`src/rtl/udp_user_pkt_gen_pkg.sv`:
```
// Shared types and helpers for the UDP user-stream test-traffic generator.
package udp_gen_pkg;

  typedef enum logic [1:0] {
    ST_IDLE,
    ST_SEND,
    ST_GAP
  } state_e;

  localparam logic [15:0] MAGIC_DEFAULT = 16'hA55A;
  localparam int unsigned BEAT_BYTES    = 8;

  // MSB-aligned keep for the final beat; rem == 0 means the beat is full.
  function automatic logic [7:0] keep_from_rem(input logic [2:0] rem);
    logic [7:0] k;
    k = '0;
    for (int unsigned i = 0; i < BEAT_BYTES; i++) begin
      k[7-i] = (rem == 3'd0) || (i < 32'(rem));
    end
    return k;
  endfunction

endpackage

```
`src/rtl/udp_user_pkt_gen.sv`:
```
// Generates runs of UDP payloads carrying {seq, magic/len | beat index} so a
// receive-side checker can validate ordering and length of every packet.
module udp_user_pkt_gen
  import udp_gen_pkg::*;
#(
  parameter logic [15:0] P_MAGIC   = MAGIC_DEFAULT,
  parameter logic [15:0] P_MAX_LEN = 16'd8192
) (
  input  logic        i_clk,
  input  logic        i_rst,
  input  logic        i_start,
  input  logic        i_stop,
  input  logic [15:0] i_pkt_len,
  input  logic [31:0] i_pkt_num,
  input  logic [15:0] i_gap_cycles,
  output logic        o_busy,
  output logic        o_done,
  output logic [31:0] o_pkt_cnt,
  output logic [63:0] m_axis_user_data,
  output logic [31:0] m_axis_user_user,
  output logic [7:0]  m_axis_user_keep,
  output logic        m_axis_user_last,
  output logic        m_axis_user_valid,
  input  logic        m_axis_user_ready
);

  state_e      state_q, state_d;
  logic [15:0] len_q, len_d;
  logic [31:0] num_q, num_d;
  logic [15:0] gap_q, gap_d;
  logic [12:0] nbeats_q, nbeats_d;
  logic [12:0] beat_q, beat_d;
  logic [15:0] gcnt_q, gcnt_d;
  // Completed-packet count doubles as the sequence number of the packet in flight.
  logic [31:0] cnt_q, cnt_d;
  logic        stop_q, stop_d;
  logic        done_q, done_d;

  logic        start_ok, is_last, hs, stop_pend, run_end;
  logic [7:0]  keep_w;
  logic [63:0] raw_w;

  assign start_ok  = i_start && (i_pkt_len != 16'd0) && (i_pkt_len <= P_MAX_LEN);
  assign is_last   = (beat_q == nbeats_q - 13'd1);
  assign hs        = (state_q == ST_SEND) && m_axis_user_ready;
  assign stop_pend = stop_q | i_stop;
  assign run_end   = stop_pend || ((num_q != 32'd0) && (cnt_q + 32'd1 == num_q));

  always_ff @(posedge i_clk or posedge i_rst) begin
    if (i_rst) begin
      state_q  <= ST_IDLE;
      len_q    <= '0;
      num_q    <= '0;
      gap_q    <= '0;
      nbeats_q <= '0;
      beat_q   <= '0;
      gcnt_q   <= '0;
      cnt_q    <= '0;
      stop_q   <= 1'b0;
      done_q   <= 1'b0;
    end else begin
      state_q  <= state_d;
      len_q    <= len_d;
      num_q    <= num_d;
      gap_q    <= gap_d;
      nbeats_q <= nbeats_d;
      beat_q   <= beat_d;
      gcnt_q   <= gcnt_d;
      cnt_q    <= cnt_d;
      stop_q   <= stop_d;
      done_q   <= done_d;
    end
  end

  always_comb begin
    state_d  = state_q;
    len_d    = len_q;
    num_d    = num_q;
    gap_d    = gap_q;
    nbeats_d = nbeats_q;
    beat_d   = beat_q;
    gcnt_d   = gcnt_q;
    cnt_d    = cnt_q;
    stop_d   = stop_q;
    done_d   = 1'b0;
    unique case (state_q)
      ST_IDLE: begin
        if (start_ok) begin
          len_d    = i_pkt_len;
          num_d    = i_pkt_num;
          gap_d    = i_gap_cycles;
          // ceil(len/8) without a wide adder: whole beats plus one for any tail
          nbeats_d = i_pkt_len[15:3] + {12'd0, |i_pkt_len[2:0]};
          beat_d   = '0;
          cnt_d    = '0;
          stop_d   = 1'b0;
          state_d  = ST_SEND;
        end
      end
      ST_SEND: begin
        if (i_stop) stop_d = 1'b1;
        if (hs) begin
          if (is_last) begin
            cnt_d  = cnt_q + 32'd1;
            beat_d = '0;
            if (run_end) begin
              state_d = ST_IDLE;
              done_d  = 1'b1;
              stop_d  = 1'b0;
            end else if (gap_q != 16'd0) begin
              state_d = ST_GAP;
              gcnt_d  = gap_q - 16'd1;
            end
          end else begin
            beat_d = beat_q + 13'd1;
          end
        end
      end
      ST_GAP: begin
        if (stop_pend) begin
          state_d = ST_IDLE;
          done_d  = 1'b1;
          stop_d  = 1'b0;
        end else if (gcnt_q == 16'd0) begin
          state_d = ST_SEND;
        end else begin
          gcnt_d = gcnt_q - 16'd1;
        end
      end
      default: state_d = ST_IDLE;
    endcase
  end

  always_comb begin
    keep_w = '0;
    if (state_q == ST_SEND) keep_w = is_last ? keep_from_rem(len_q[2:0]) : 8'hFF;
    raw_w = (beat_q == 13'd0) ? {cnt_q, P_MAGIC, len_q} : {cnt_q, 19'd0, beat_q};
    m_axis_user_data = '0;
    for (int unsigned i = 0; i < BEAT_BYTES; i++) begin
      if (keep_w[i]) m_axis_user_data[i*8 +: 8] = raw_w[i*8 +: 8];
    end
  end

  assign m_axis_user_keep  = keep_w;
  assign m_axis_user_valid = (state_q == ST_SEND);
  assign m_axis_user_last  = (state_q == ST_SEND) && is_last;
  assign m_axis_user_user  = (state_q == ST_SEND) ? {len_q, 16'h0000} : '0;
  assign o_busy            = (state_q != ST_IDLE);
  assign o_done            = done_q;
  assign o_pkt_cnt         = cnt_q;

endmodule

```
`config.mk`:
```
export PLATFORM = sky130hd
export DESIGN_NAME = udp_user_pkt_gen
export DESIGN_NICKNAME = d
export VERILOG_FILES = /design/src/rtl/udp_user_pkt_gen_pkg.sv /design/src/rtl/udp_user_pkt_gen.sv
export SDC_FILE = /design/constraint.sdc
export NUM_CORES = 1
export LEC_CHECK = 0
export CAP_MARGIN = 20
export CORE_MARGIN = 2
export CORE_UTILIZATION = 52
export DETAILED_ROUTE_END_ITERATION = 8
export PLACE_DENSITY = 0.82
export SYNTH_ARGS = -nofsm -noshare
export SYNTH_HDL_FRONTEND = slang
export SYNTH_SLANG_ARGS = --single-unit
```
`constraint.sdc`:
```
create_clock -name i_clk -period 5 [get_ports i_clk]
set_clock_uncertainty 0.1 [all_clocks]
set_input_delay 0.5 -clock i_clk [delete_from_list [all_inputs] [get_ports i_clk]]
set_output_delay 0.5 -clock i_clk [all_outputs]
set_load 0.03 [all_outputs]
```
-- Yosys cells after proc, flatten, opt, wreduce, memory -nomap -nowiden
Cells that the tools add are included.
- register bits after elaboration: 142
- bits in latches: 0
- RAM bits: 0
- bits in read-only memories: 0
- bits of input ports: 69
- output and inout port bits: 140
- word-level logic and storage cells: 117
- memories kept: 0
- add/subtract/negate cells: 6
- $mul: 0
- div/mod/pow operators: 0
- magnitude comparators: 8
- equality and inequality tests: 14
- shifts and indexed selects: 0
- muxes and demuxes: 47
- bitwise logic cells: 1
- reduce and logical (&&, ||, !) cells: 31
- operators with widths (cell ; count):
    32-bit two-way mux ; 5
    16-bit two-way mux ; 6
    8-bit two-way mux ; 10
    32-bit case mux with 2 select lines ; 1
    13-bit two-way mux ; 3
    32-bit by 1-bit adder with 32-bit output (second input constant) ; 1
    32-bit equality test ; 1
    16-bit case mux with 2 select lines ; 1
    16-bit nonzero test ; 2
    32-bit nonzero test ; 1
    16-bit by 1-bit subtractor with 16-bit output (second input constant) ; 2
    13-bit case mux with 2 select lines ; 1
    16-bit by 14-bit <= comparator with 1-bit output (second input constant) ; 1
    16-bit zero test ; 1
    2-bit two-way mux ; 7
    13-bit by 1-bit adder with 13-bit output ; 1
    13-bit by 1-bit adder with 13-bit output (second input constant) ; 1
    13-bit equality test ; 1
    13-bit zero test ; 1
    13-bit by 1-bit subtractor with 13-bit output (second input constant) ; 1
    1-bit two-way mux ; 10
    2-bit != test (second input constant) ; 5
    3-bit less-than comparator (first input constant) ; 3
    1-bit logical OR ; 8
    other kinds (22) ; 33

-- Logic depth before layout (Yosys ltp)
Gate-level depths: netlist (run 1).
- depth in word-level cells: 8
- gate-level depth with buffers: 16
- depth with buffers taken out: 12

-- Worst setup path before layout (run 1)
No wires, ideal clock.
- path type: register -> output
- from: register nbeats_q[0]
- to: output port m_axis_user_data[26]
- data arrival time: 3.832 ns
- required time: 4.400 ns
- path slack: 0.568 ns
- cell stages (with the launch flop): 14
- path buffers: 3
- path through: dfrtp_1 inv_1 ha_1 or3b_2 clkbuf_1 or4_1 a211oi_1 or3_1 o211ai_1 o21ai_0 clkbuf_1 o21ai_0 and2_1 buf_4
- cells in the longest elaborated chain, start to end: 5
- RTL lines (element ; line ; text):
    start: declaration ; udp_user_pkt_gen.sv:31 ; logic [12:0] nbeats_q, nbeats_d;
    start signal: assignment ; udp_user_pkt_gen.sv:66 ; nbeats_q <= nbeats_d;
    13-bit by 1-bit subtractor with 13-bit output ; udp_user_pkt_gen.sv:44 ; assign is_last = (beat_q == nbeats_q - 13'd1);
    13-bit equality test ; udp_user_pkt_gen.sv:44 ;
    8-bit two-way mux (2 in a row) ; udp_user_pkt_gen.sv:136 ; if (state_q == ST_SEND) keep_w = is_last ? keep_from_rem(len_q[2:0]) : 8'hFF;
    via m_axis_user_keep[3] ; udp_user_pkt_gen.sv:21 ; output logic [7:0] m_axis_user_keep,
    8-bit two-way mux ; udp_user_pkt_gen.sv:140 ; if (keep_w[i]) m_axis_user_data[i*8 +: 8] = raw_w[i*8 +: 8];
    end: declaration ; udp_user_pkt_gen.sv:19 ; output logic [63:0] m_axis_user_data,
The timed path passes the listed nets, and every way through them passes these cells.

-- Final worst setup path (run 1)
- from: register nbeats_q[0]
- to: output port m_axis_user_data[14]
- cells in the longest elaborated chain, start to end: 5
- RTL lines (element ; line):
    13-bit by 1-bit subtractor with 13-bit output ; udp_user_pkt_gen.sv:44
    13-bit equality test ; udp_user_pkt_gen.sv:44
    8-bit two-way mux (2 in a row) ; udp_user_pkt_gen.sv:136
    8-bit two-way mux ; udp_user_pkt_gen.sv:140
Every way passes these cells.

==> results of run 1 <==
-- metal layers --
metal / part of all wire, % / track usage (%)
met3: 9.0 / 6.83
met5: 0 / 0
met4: 3.6 / 13.5
met2: 47 / 46.7
met1: 41 / 38.3
-- final cells by class --
class | count | share of cell area [%]
Clock buffer | 19 | 3.80
Clock inverter | 13 | 1.55
Inverter | 30 | 0.986
Multi-Input combinational cell | 815 | 44.5
Sequential cell | 142 | 29.8
Tap cell | 225 | 2.36
Timing Repair Buffer | 203 | 17.1
-- cells in the final DEF (no fill, tap or decap), types with 6 or more instances in the layout --
master	n
or3_1	13
dlymetal6s2s_1	12
a221oi_2	7
a31oi_1	8
dfrtp_1	142
and3_1	8
mux2i_1	9
nor3b_1	7
inv_1	28
a211oi_1	6
mux2_2	64
o21ai_0	59
nor3_1	34
conb_1	24
clkbuf_16	17
o41ai_1	9
ha_1	10
o31ai_1	22
nor2_1	76
nor4_1	27
or2_2	6
and2_1	56
o211ai_1	6
a21oi_1	37
or4_1	11
nand3_1	23
o21ai_1	13
nand2_1	107
nand4_1	23
clkdlybuf4s50_1	168
buf_4	21
xnor2_1	54
xor2_1	41
-- worst min path at each step --
stage	end	slack (ns)	cells past startpoint
floorplan	len_q[15]	0.36	1
global placement	gcnt_q[0]	0.39	2
detailed placement	len_q[15]	0.39	1
CTS	len_q[15]	0.41	1
global route	num_q[20]	0.24	2
finish	num_q[23]	0.24	2
-- through the flow --
step	hold WS, ns	worst slack, ns	utilization [%]	std cells
after global routing	0.242	0.00233	68.5	1447
after floorplan	0.359	0.568	-	1074
after global placement	0.387	0.590	64.5	1414
after CTS	0.405	0.0241	68.2	1446
final	0.244	0.255	68.5	1447
after detailed placement	0.390	0.476	64.5	1414
-- what timing repair did --
action                                  in CTS  in global routing
endpoints found under the hold margin        0                  0
resized for setup                            0                 14
endpoints found under the setup margin       0                 18
-- power by group --
| group | total, W | switching (W) | leakage, nW | internal [W] |
|---|---|---|---|---|
| logic | 0.00301 | 0.00170 | 2.87 | 0.00131 |
| clock network | 0.00137 | 0.000510 | 0.310 | 0.000863 |
| registers | 0.00202 | 0.000492 | 1.82 | 0.00153 |
| total | 0.00640 | 0.00270 | 4.99 | 0.00370 |
-- cell families after synthesis --
kind of cell | share of synthesized area, %
simple gates | 23.1
compound gates | 13.5
flops | 38.1
buf+inv | 6.11
xor+xnor | 8.91
mux | 8.80
fa+ha+maj | 1.47
other cells | 0.0402
-- state kept, by name, indices dropped and copies added (netlist names) --
register   cells
len_q         16
o_pkt_cnt     32
state_q        2
num_q         32
gcnt_q        16
beat_q        13
gap_q         16
nbeats_q      13
stop_q         1
o_done         1
-- critical path, cell delays in order, from the launching register on --
cell and delay (ns):
dfrtp_1 0.43, inv_1 0.08, ha_1 0.20, or3b_2 0.55, o21ai_0 0.24, a211oi_1 0.10
or3_1 0.41, o211ai_1 0.25, o31ai_1 0.15, buf_4 0.19, nor3_1 0.26, and2_1 0.18
clkdlybuf4s50_1 0.67
==> flow_summary.ini, run 1 <==
[synthesis]
synthCells = 1051
yosysSeqAreaShare_pct = 38.1
synth.most_common_cell = dfrtp_1
synth-main-ff-cell = dfrtp_1
synth_cell_types = 65
ys_top_cells_by_count = dfrtp_1, nand2_1, nor2_1
synth_area_sq_um = 9340
synth_edf_count = 0
synth-seq-cells = 142
synth_top_area_share_pct = 38.1
yosysTopAreaCell = dfrtp_1
synth_area_leaders = dfrtp_1, mux2_2, xnor2_1, nand2_1, xor2_1
yosys_warnings = 0
avgSynthCellArea_sq_um = 8.88
async_flop_share_pct = 100

[power_and_ir_drop]
power_density_nw_per_um2 = 536
total_power_w = 0.00640
ir_worst_vdd_mv = 0.430
p_leak_nw = 4.99

[timing]
fin_crit_ns = 4.74
slew_viol_final = 0
maxSlewHeadroom_pct = 32.9
worstMarginPinSlew_ns = 0.997
min_period_over_period_pct = 94.9
max_freq_mhz = 211
setup_tns_ns = 0
finalSetupViolations = 0
grt_setup_unrepaired = false
hold_viol_final = 0

[floorplanning]
die_y_um = 138
num_rows = 48
chipWidth_um = 138
start_util_pct = 53.6
dieArea_sq_um = 19000
io_pins = 209
core_area_sq_um = 17400

[placement]
place_congestion = 0.921
dpl_cell_area_sq_um = 11200
portBuffers = 184
hpwl_um = 20000

[clocking]
h-tree-depth = 4
clk_latency_ns = 0.43
cts_buffers = 17
cts_tree = done
holdBufCountCts = 0
post_cts_buffers = 0
cts_root_buf = clkbuf_16
cts_sinks = 142
clkSlewWorstSetupHoldPaths_ns = 0.06
clock_tree.buffer_depth = 2

[critical_path]
endpoint = m_axis_user_data[14]
cp_max_fo = 7
worstSetupEndpointType = output port
timing.rr.start = o_pkt_cnt[0]
cp.required_ns = 4.40
r2r_slack_ns = 0.40
crit_start = nbeats_q[0]
r2r-end = gcnt_q[4]
reg2reg_depth = 11
crit_arrival_ns = 4.14
startpoint_type = flip-flop
crit_type = reg -> out

[global_route]
grt_max_degree = 110
grt_pass1_vias = 8302
track_usage_pct = 29.5
grt_antenna_before_repair = 0
grt_pass1_wl_um = 43300
overflow = 0

[layout]
diodes = 0
syn_to_final_growth_pct = 27.8
finalNetCount = 1289
nFillCells = 1413
multiInputGateArea_sq_um = 5300
drive_above_1_share_pct = 12.1
regArea_sq_um = 3550
fin_area_sq_um = 11900

[route]
vias_per_cell = 6.04
ant_nets = 0
drt_wl_total_um = 27600
drcViolationCount = 0
drt-initial-drc-count = 744
vias = 8739
wl_per_cell_um = 19.1
dr.pass1.iters = 5

[run_status]
status = complete, no violations

[flow_run]
timing.max_cap.violations = 0

[min_path]
hold_path.class = in -> async
(Power assumes the default switching activity.)
==> inputs of run 2 (changes only) <==
--- a/config.mk
+++ b/config.mk
@@ -5,7 +5,7 @@
 export SDC_FILE = /design/constraint.sdc
 export NUM_CORES = 1
 export LEC_CHECK = 0
-export CAP_MARGIN = 20
+export CAP_MARGIN = 25
 export CORE_MARGIN = 2
 export CORE_UTILIZATION = 52
 export DETAILED_ROUTE_END_ITERATION = 8
==> results of run 2 <==
No change in the layout: final DEF, timing and power equal those of run 1.
==> inputs of run 3 (changes only) <==
--- a/config.mk
+++ b/config.mk
@@ -5,8 +5,8 @@
 export SDC_FILE = /design/constraint.sdc
 export NUM_CORES = 1
 export LEC_CHECK = 0
+export ABC_AREA = 1
 export CAP_MARGIN = 25
-export CORE_MARGIN = 2
 export CORE_UTILIZATION = 52
 export DETAILED_ROUTE_END_ITERATION = 8
 export PLACE_DENSITY = 0.82
==> run 3 against run 2 <==
  * The run now ends with DRC left
  * Sequential power fell by 7%
  * Wire length is 5.0% higher
  * Global-route usage up 1.3 points
  * Final cell count increased by 27%
  * Core utilization shrank 1.2 points
  * Area after synthesis up 3.3%
  * Combinational power grew 15%
  * Count of clock-buffer cells in the layout rose by 3
  * Sequential cell count did not move
  * Non-clock buffer count fell by 10
  * Fmax grew 8.3%
  * Sequential share of layout area fell by 0.58 points
  * Highest routed layer unchanged
==> flow_summary.ini, run 3 <==
[clocking]
clk_latency_ns = 0.42
clkSlewWorstSetupHoldPaths_ns = 0.06
cts_sinks = 142
holdBufCountCts = 0
cts_root_buf = clkbuf_16
cts_resized = 0
h-tree-depth = 4
post_cts_buffers = 0
clock_tree.buffer_depth = 2
cts_buffers = 17
cts_tree = done

[layout]
finalNetCount = 1672
layout_common_cells = nand2_1, inv_1, clkdlybuf4s50_1
diodes = 0
drive_above_1_share_pct = 5.86
layout_commonest_cell = nand2_1
syn_to_final_growth_pct = 26.1

[run_status]
failed_checks = DRC
status = complete, but fails checks

[critical_path]
critPathMaxStageDelay_ns = 0.73
r2r-end = gcnt_q[14]
crit_buf_inv = 3
cp_max_fo = 10
timing.rr.start = state_q[0]
reg2reg_depth = 14
startpoint_type = flip-flop
crit_arrival_ns = 3.78
worstSetupEndpointType = output port
r2r_slack_ns = 1.43
crit_path_frequent_cell = nor2_1
crit_start = nbeats_q[0]
slowest_stage = clkdlybuf4s50_1
crit_type = reg -> out
endpoint = m_axis_user_data[29]
path_cells = inv_1 -> ha_1 -> nand3_1 -> nor2_1 -> nand2_1 -> xor2_1 -> nand3_1 -> nor3_1 -> nand2_1 -> nor2_1 -> nor2_1 -> clkinv_1 -> a21oi_1 -> clkdlybuf4s50_1
cp.depth = 14
path_delay_family = buffers and inverters
cp.required_ns = 4.40

[timing]
hold_viol_final = 0
grt_setup_unrepaired = false
setup_tns_ns = 0
min_period_over_period_pct = 87.7
fin_crit_ns = 4.38
max_freq_mhz = 228
slew_viol_final = 0
maxSlewHeadroom_pct = 30.3
worstMarginPinSlew_ns = 1.05
finalSetupViolations = 0

[placement]
portBuffers = 184
hpwl_um = 21800
place_congestion = 0.975

[global_route]
overflow = 0
grt_pass1_vias = 9259
track_usage_pct = 30.8
grt_antenna_before_repair = 0
grt_max_degree = 74
grt_pass1_wl_um = 46800

[synthesis]
synth-seq-cells = 142
synth_top_area_share_pct = 36.8
synthCells = 1424
avgSynthCellArea_sq_um = 6.77
synth_edf_count = 0
synth-main-ff-cell = dfrtp_1
async_flop_share_pct = 100
synth.most_common_cell = nand2_1
synth_area_leaders = dfrtp_1, nand2_1, inv_1, nand3_1, nor2_1
synth_area_sq_um = 9650
yosysSeqAreaShare_pct = 36.8
ys_top_cells_by_count = nand2_1, inv_1, nor2_1
synth_cell_types = 46
yosysTopAreaCell = dfrtp_1
yosys_warnings = 0

[route]
dr.pass1.iters = 9
ant_nets = 0
vias = 9822
drt_wl_total_um = 29000
wl_per_cell_um = 15.8
drcViolationCount = 24
vias_per_cell = 5.36
drt-initial-drc-count = 877

[floorplanning]
io_pins = 209
start_util_pct = 53.3
num_rows = 49
die_y_um = 138
core_area_sq_um = 18100
chipWidth_um = 138
dieArea_sq_um = 19100

[min_path]
hold_path.class = reg -> reg
worstHoldStart = gcnt_q[11]

[power_and_ir_drop]
power_density_nw_per_um2 = 550
p_leak_nw = 5.74
total_power_w = 0.00670
ir_worst_vdd_mv = 0.614

[flow_run]
timing.max_cap.violations = 0
## run 3: area by class of cell
class                   instances  area, sq um
repair buffers                193         1920
flip-flops and latches        142         3550
clock buffers                  22          474
fillers                      1588         5920
clock inverters                 9          159
multi-input cells            1028         4980
inverters                     210          793
well taps                     229          287
## run 3: cells by family (layout without fill, tap and decap cells)
kind of cell / after synthesis / count (layout) / synth area share (%)
buf+inv: 277 / 434 / 12.4
flops: 142 / 142 / 36.8
compound gates: 156 / 156 / 8.64
xor+xnor: 49 / 49 / 4.75
fa+ha+maj: 11 / 11 / 1.43
other cells: 1 / 24 / 0.0389
simple gates: 788 / 788 / 35.9
## run 3: power breakdown
part | internal, W | switching, W
clock | 0.000873 | 0.000501
combinational | 0.00118 | 0.00226
sequential | 0.00155 | 0.000325
## run 3: per-layer routing
layer  routed length, um  track usage, %  vias up  share of wire (%)
met2               13400            49.4      375                 46
met1               12900            41.4     4627                 45
li1                    -               -     4771                  -
met5                   0               0        -                  0
met4                 563            9.88        0                1.9
met3                2130            6.86       49                7.3
## run 3: worst register-to-register path, cell delays in order, from the launching register on
cell	delay, ns
dfrtp_1	0.42
inv_1	0.10
ha_1	0.85
nand2_1	0.17
o21ai_0	0.18
ha_1	0.23
nand2_1	0.07
nor2_1	0.25
nand4_1	0.19
nor3_2	0.25
nand3_1	0.17
nor3_1	0.21
xnor2_1	0.15
nand3_1	0.09
nand2_1	0.08
## run 3: worst min-delay path by stage
stage | cells past startpoint | end
detailed placement | 2 | gcnt_q[11]
finish | 2 | gcnt_q[11]
global route | 2 | gcnt_q[10]
floorplan | 2 | gcnt_q[10]
CTS | 2 | gcnt_q[11]
global placement | 2 | gcnt_q[15]
## run 3: metrics by stage
| stage | utilization (%) | instance area, sq um | hold slack (ns) | cells | setup WS, ns |
|---|---|---|---|---|---|
| 3_3_place_gp | 63.8 | 11500 | 0.355 | 1802 | 1.21 |
| 2_1_floorplan | - | 9730 | 0.342 | 1447 | 0.590 |
| 5_1_grt | 67.3 | 12200 | 0.392 | 1833 | 0.321 |
| 3_5_place_dp | 63.8 | 11500 | 0.364 | 1802 | 1.05 |
| 6_report | 67.3 | 12200 | 0.375 | 1833 | 0.617 |
| 4_1_cts | 67.3 | 12200 | 0.376 | 1833 | 0.657 |
